--- src/rtl/cap_sensor_array.sv ---
// Charge-time front end for the capacitive pad array: discharge all pads, charge them
// through the shared drive, time each pad's rise, and publish one reading per pad.
module cap_sensor_array #(
  parameter int N_SENSORS        = 9,
  parameter int W                = 32,
  parameter int MAX_COUNT        = 20000,
  parameter int DISCHARGE_CYCLES = 1000
) (
  input  logic                   clock,
  input  logic                   reset,
  input  logic [N_SENSORS-1:0]   capacitive_sensors_in,
  output logic                   capacitive_sensors_out,
  output logic [N_SENSORS*W-1:0] capacitive_sensor_readings
);

  localparam int PW = (DISCHARGE_CYCLES > 1) ? $clog2(DISCHARGE_CYCLES) : 1;
  localparam logic [PW-1:0] PHASE_LAST = PW'(DISCHARGE_CYCLES - 1);
  localparam logic [W-1:0]  T_LAST     = W'(MAX_COUNT - 1);
  localparam logic [W-1:0]  T_TIMEOUT  = W'(MAX_COUNT);

  typedef enum logic [1:0] {
    DISCHARGE = 2'd0,
    CHARGE    = 2'd1,
    LATCH     = 2'd2
  } state_t;

  state_t                 state_q, state_d;
  logic [N_SENSORS-1:0]   sync1_q, sync1_d;
  logic [N_SENSORS-1:0]   sync2_q, sync2_d;
  logic [PW-1:0]          phase_q, phase_d;
  logic [W-1:0]           t_q, t_d;
  logic [N_SENSORS-1:0]   done_q, done_d;
  logic [N_SENSORS*W-1:0] pending_q, pending_d;
  logic [N_SENSORS*W-1:0] readings_q, readings_d;
  logic                   drive_q, drive_d;
  logic [N_SENSORS-1:0]   done_now;

  assign capacitive_sensors_out     = drive_q;
  assign capacitive_sensor_readings = readings_q;

  always_ff @(posedge clock or negedge reset) begin
    if (!reset) begin
      state_q    <= DISCHARGE;
      sync1_q    <= '0;
      sync2_q    <= '0;
      phase_q    <= '0;
      t_q        <= '0;
      done_q     <= '0;
      pending_q  <= '0;
      readings_q <= '0;
      drive_q    <= 1'b0;
    end else begin
      state_q    <= state_d;
      sync1_q    <= sync1_d;
      sync2_q    <= sync2_d;
      phase_q    <= phase_d;
      t_q        <= t_d;
      done_q     <= done_d;
      pending_q  <= pending_d;
      readings_q <= readings_d;
      drive_q    <= drive_d;
    end
  end

  always_comb begin
    state_d    = state_q;
    sync1_d    = capacitive_sensors_in;
    sync2_d    = sync1_q;
    phase_d    = phase_q;
    t_d        = t_q;
    done_d     = done_q;
    pending_d  = pending_q;
    readings_d = readings_q;
    // Includes pads completing this very cycle, so the exit test sees them too.
    done_now   = done_q | sync2_q;

    case (state_q)
      DISCHARGE: begin
        if (phase_q == PHASE_LAST) begin
          state_d = CHARGE;
          phase_d = '0;
          t_d     = '0;
          done_d  = '0;
        end else begin
          phase_d = phase_q + PW'(1);
        end
      end
      CHARGE: begin
        for (int k = 0; k < N_SENSORS; k++) begin
          if (sync2_q[k] && !done_q[k]) begin
            pending_d[k*W +: W] = t_q;
          end else begin
            pending_d[k*W +: W] = pending_q[k*W +: W];
          end
        end
        done_d = done_now;
        // Stopping at T_LAST keeps t below MAX_COUNT, so it can never wrap.
        if ((&done_now) || (t_q == T_LAST)) begin
          state_d = LATCH;
        end else begin
          t_d = t_q + W'(1);
        end
      end
      LATCH: begin
        for (int k = 0; k < N_SENSORS; k++) begin
          readings_d[k*W +: W] = done_q[k] ? pending_q[k*W +: W] : T_TIMEOUT;
        end
        state_d = DISCHARGE;
        phase_d = '0;
      end
      default: begin
        state_d = DISCHARGE;
        phase_d = '0;
      end
    endcase

    drive_d = (state_d != DISCHARGE);
  end

endmodule

--- config.mk ---
export PLATFORM = sky130hd
export DESIGN_NAME = cap_sensor_array
export DESIGN_NICKNAME = d
export VERILOG_FILES = /design/src/rtl/cap_sensor_array.sv
export SDC_FILE = /design/constraint.sdc
export NUM_CORES = 1
export LEC_CHECK = 0
export CORE_MARGIN = 2
export CORE_UTILIZATION = 25
export CTS_BUF_LIST = sky130_fd_sc_hd__clkbuf_2 sky130_fd_sc_hd__clkbuf_4 sky130_fd_sc_hd__clkbuf_8
export CTS_CLUSTER_DIAMETER = 200
export CTS_CLUSTER_SIZE = 30
export DETAILED_ROUTE_END_ITERATION = 10
export HOLD_SLACK_MARGIN = 0.02
export REMOVE_ABC_BUFFERS = 1
export SETUP_SLACK_MARGIN = 0.1
export SLEW_MARGIN = 20
export SYNTH_ARGS = -nofsm -noshare
export SYNTH_HDL_FRONTEND = slang
export SYNTH_SLANG_ARGS = --single-unit
--- constraint.sdc ---
create_clock -name clock -period 5.1 [get_ports clock]
set_input_delay 1.02 -clock clock [delete_from_list [all_inputs] [get_ports clock]]
set_output_delay 1.02 -clock clock [all_outputs]
set_load 0.01 [all_outputs]
==> run_results.csv <==
group,metric,value,unit
synth,yosys-top-cells-area,"dfrtp_1 (64%), mux2_2 (11%), nand2_1 (8.6%), nand3_1 (5.3%), clkbuf_1 (1.8%)",
placed_design,dp.cells,3742,
global_route,first_global_vias,16914,
finish,fin_area,30000,um^2
synth,yosysSeqAreaShare,64.3,%
routing,wire_per_inst,20.5,um
pwr,p_leak,14.5,nW
placed_design,pre_cts_ws,1.79,ns
critical_path,r2r_cells,7,
clocking,clk_latency,0.75,ns
clocking,cts_tree,"built",
pwr,power_density,245,nW/um^2
floorplan,ios,300,
finish,synthToLayoutAreaGrowth,18.9,%
floorplan,dieArea,104000,um^2
finish,final_layout_size_suffix_gt1_share,13.5,%
pwr,ir_drop,0.000141,V
floorplan,die_height,322,um
global_route,track_usage,14.6,%
sta,clock.fmax,298,MHz
routing,drtIter0Drc,1534,
sta,rsz0062_at_grt,"false",
placed_design,placed_cell_area,29600,um^2
sta,setup_viol,0,
floorplan,fp-row-count,116,
global_route,grt_first_pass_wirelength,114000,um
synth,ys_types,51,
sta,worstMarginPinSlew,1.06,ns
clocking,ctsHtreeMaxLevel,1,
global_route,antenna_found_initial,2,
sta,final_hold_viol_count,0,
floorplan,die_w,322,um
clocking,cts_sinks,648,
placed_design,port_buffers,299,
global_route,grt_start_max_net_pins,114,
routing,viasPerCell,4.60,
critical_path,worstPathRequired,5.79,ns
critical_path,end_kind,"register",
global_route,grt_overflow,0,
synth,syn-cell-area,25200,um^2
critical_path,critPathArrivalTime,4.05,ns
synth,avgSynthCellArea,11.0,um^2
placed_design,dpl.hpwl,49300,um
clocking,hold_buffers,0,
routing,ant_nets,0,
floorplan,start_util,25.2,%
synth,synth-edff-count,0,
synth,synth_top_area_share,64.3,%
clocking,root_buffer,"clkbuf_8",
sta,fin_ws,1.74,ns
placed_design,routabilityCongestion,0.769,
clocking,numCtsBuffers,25,
routing,wl,77300,um
synth,yosysMostFrequentCell,"dfrtp_1",
sta,finalCritPeriodShare,65.9,%
synth,async_flop_share,100,%
critical_path,critical_path_class,"reg2reg",
clocking,cts_setup_buffers,0,
routing,drtPass1Iterations,5,
clocking,clockBufferDepth,3,
finish,utilization,30.0,%
critical_path,worst_setup_path_start_kind,"register",
synth,netlist_top_cells_count,"dfrtp_1 (648), nand2_1 (578), nand3_1 (267)",
flow_run,drv_cap,0,
clocking,path_clk_slew,0.19,ns
hold_path,min_path_type,"in2async",
sta,relSlewSlack,29.2,%
floorplan,core_area,100000,um^2
routing,drc,0,
run_status,status,"completed",
sta,finalSetupTns,0,ns
critical_path,crit_fanout,27,
synth,synth_flop_cell,"dfrtp_1",
clocking,cts.repair.resized,0,
synth,synth-seq-cells,648,
sta,period_needed,3.36,ns
synth,syn_inst,2288,
routing,vias,17377,
synth,synth_area_leader_cell,"dfrtp_1",
sta,slew_violations,0,
finish,layout.nets,2485,
finish,fill_cells,10338,
finish,fin_cells,3774,
sta,skew,0.0395,ns
synth,ys.warnings.count,0,
worst max-delay path, stage by stage, from the launching register on:
cell and delay, ns:
dfrtp_1 0.72, ha_1 0.35, and4_1 0.30, nand2_1 0.11, nor3_2 0.40, o21a_1 0.85, inv_1 0.32, a31oi_1 0.26
sequential cells by signal (all words and copies together), names as in the netlist:
register / flops
sync1_q: 9
t_q: 32
capacitive_sensor_readings: 288
sync2_q: 9
phase_q: 10
pending_q: 288
state_q: 2
capacitive_sensors_out: 1
done_q: 9
cell usage in the layout (no fill, tap or decap), drive strengths merged, types with 7 or more instances in the layout:
cell           instances
a21oi                 16
a31oi                 57
and3                  14
buf                   33
clkbuf                28
clkdlybuf4s50        298
dfrtp                648
inv                   47
mux2                 243
nand2                578
nand3                267
nand4                 14
nor2                  86
nor3                   7
nor4                   8
o21ai                 79
power by group:
group	switching [mW]	internal [mW]	total [mW]
logic	0.104	0.0187	0.123
registers	0.00720	5.15	5.16
clock network	1.58	0.477	2.06
metrics by stage:
stage                     hold WS [ns]  total power, mW
after detailed placement         0.339             5.38
after global routing             0.350             7.63
after CTS                        0.307             7.46
final                            0.333             7.34
after global placement           0.335             5.38
after floorplan                  0.331             5.25
layout make-up:
type,count,area [um^2],area share [%]
Clock buffer,28,367,1.22
Clock inverter,2,23.8,0.0792
Multi-Input combinational cell,1419,8200,27.3
Timing Repair Buffer,331,3400,11.3
Inverter,47,176,0.588
Tap cell,1298,1620,5.41
Antenna cell,1,2.50,0.00834
Sequential cell,648,16200,54.1
final timing paths:
check                      slack (ns)        from                        endpoint
max in group asynchronous        3.60       reset                  pending_q[186]
max reg2reg                      1.74      t_q[0]                         t_q[23]
max                              1.74      t_q[0]                         t_q[23]
min reg2reg                      0.37  sync1_q[6]                      sync2_q[6]
min in group clock               0.37  sync1_q[6]                      sync2_q[6]
min                              0.33       reset  capacitive_sensor_readings[36]
layer usage:
| metal | up-vias | GRT usage [%] | routed length (um) |
|---|---|---|---|
| li1 | 7967 | - | - |
| met1 | 8955 | 20.9 | 35600 |
| met2 | 395 | 23.0 | 35500 |
| met3 | 60 | 2.97 | 4880 |
| met4 | 0 | 2.78 | 1360 |
| met5 | - | 0 | 0 |
cell families after synthesis:
| family | Yosys count | share of synthesized area [%] |
|---|---|---|
| flops | 648 | 64.3 |
| compound gates | 181 | 4.27 |
| fa+ha+maj | 2 | 0.0991 |
| mux | 245 | 10.9 |
| buf+inv | 221 | 3.51 |
| xor+xnor | 3 | 0.104 |
| simple gates | 988 | 16.8 |
No activity file was read; power rests on OpenSTA's default activity.
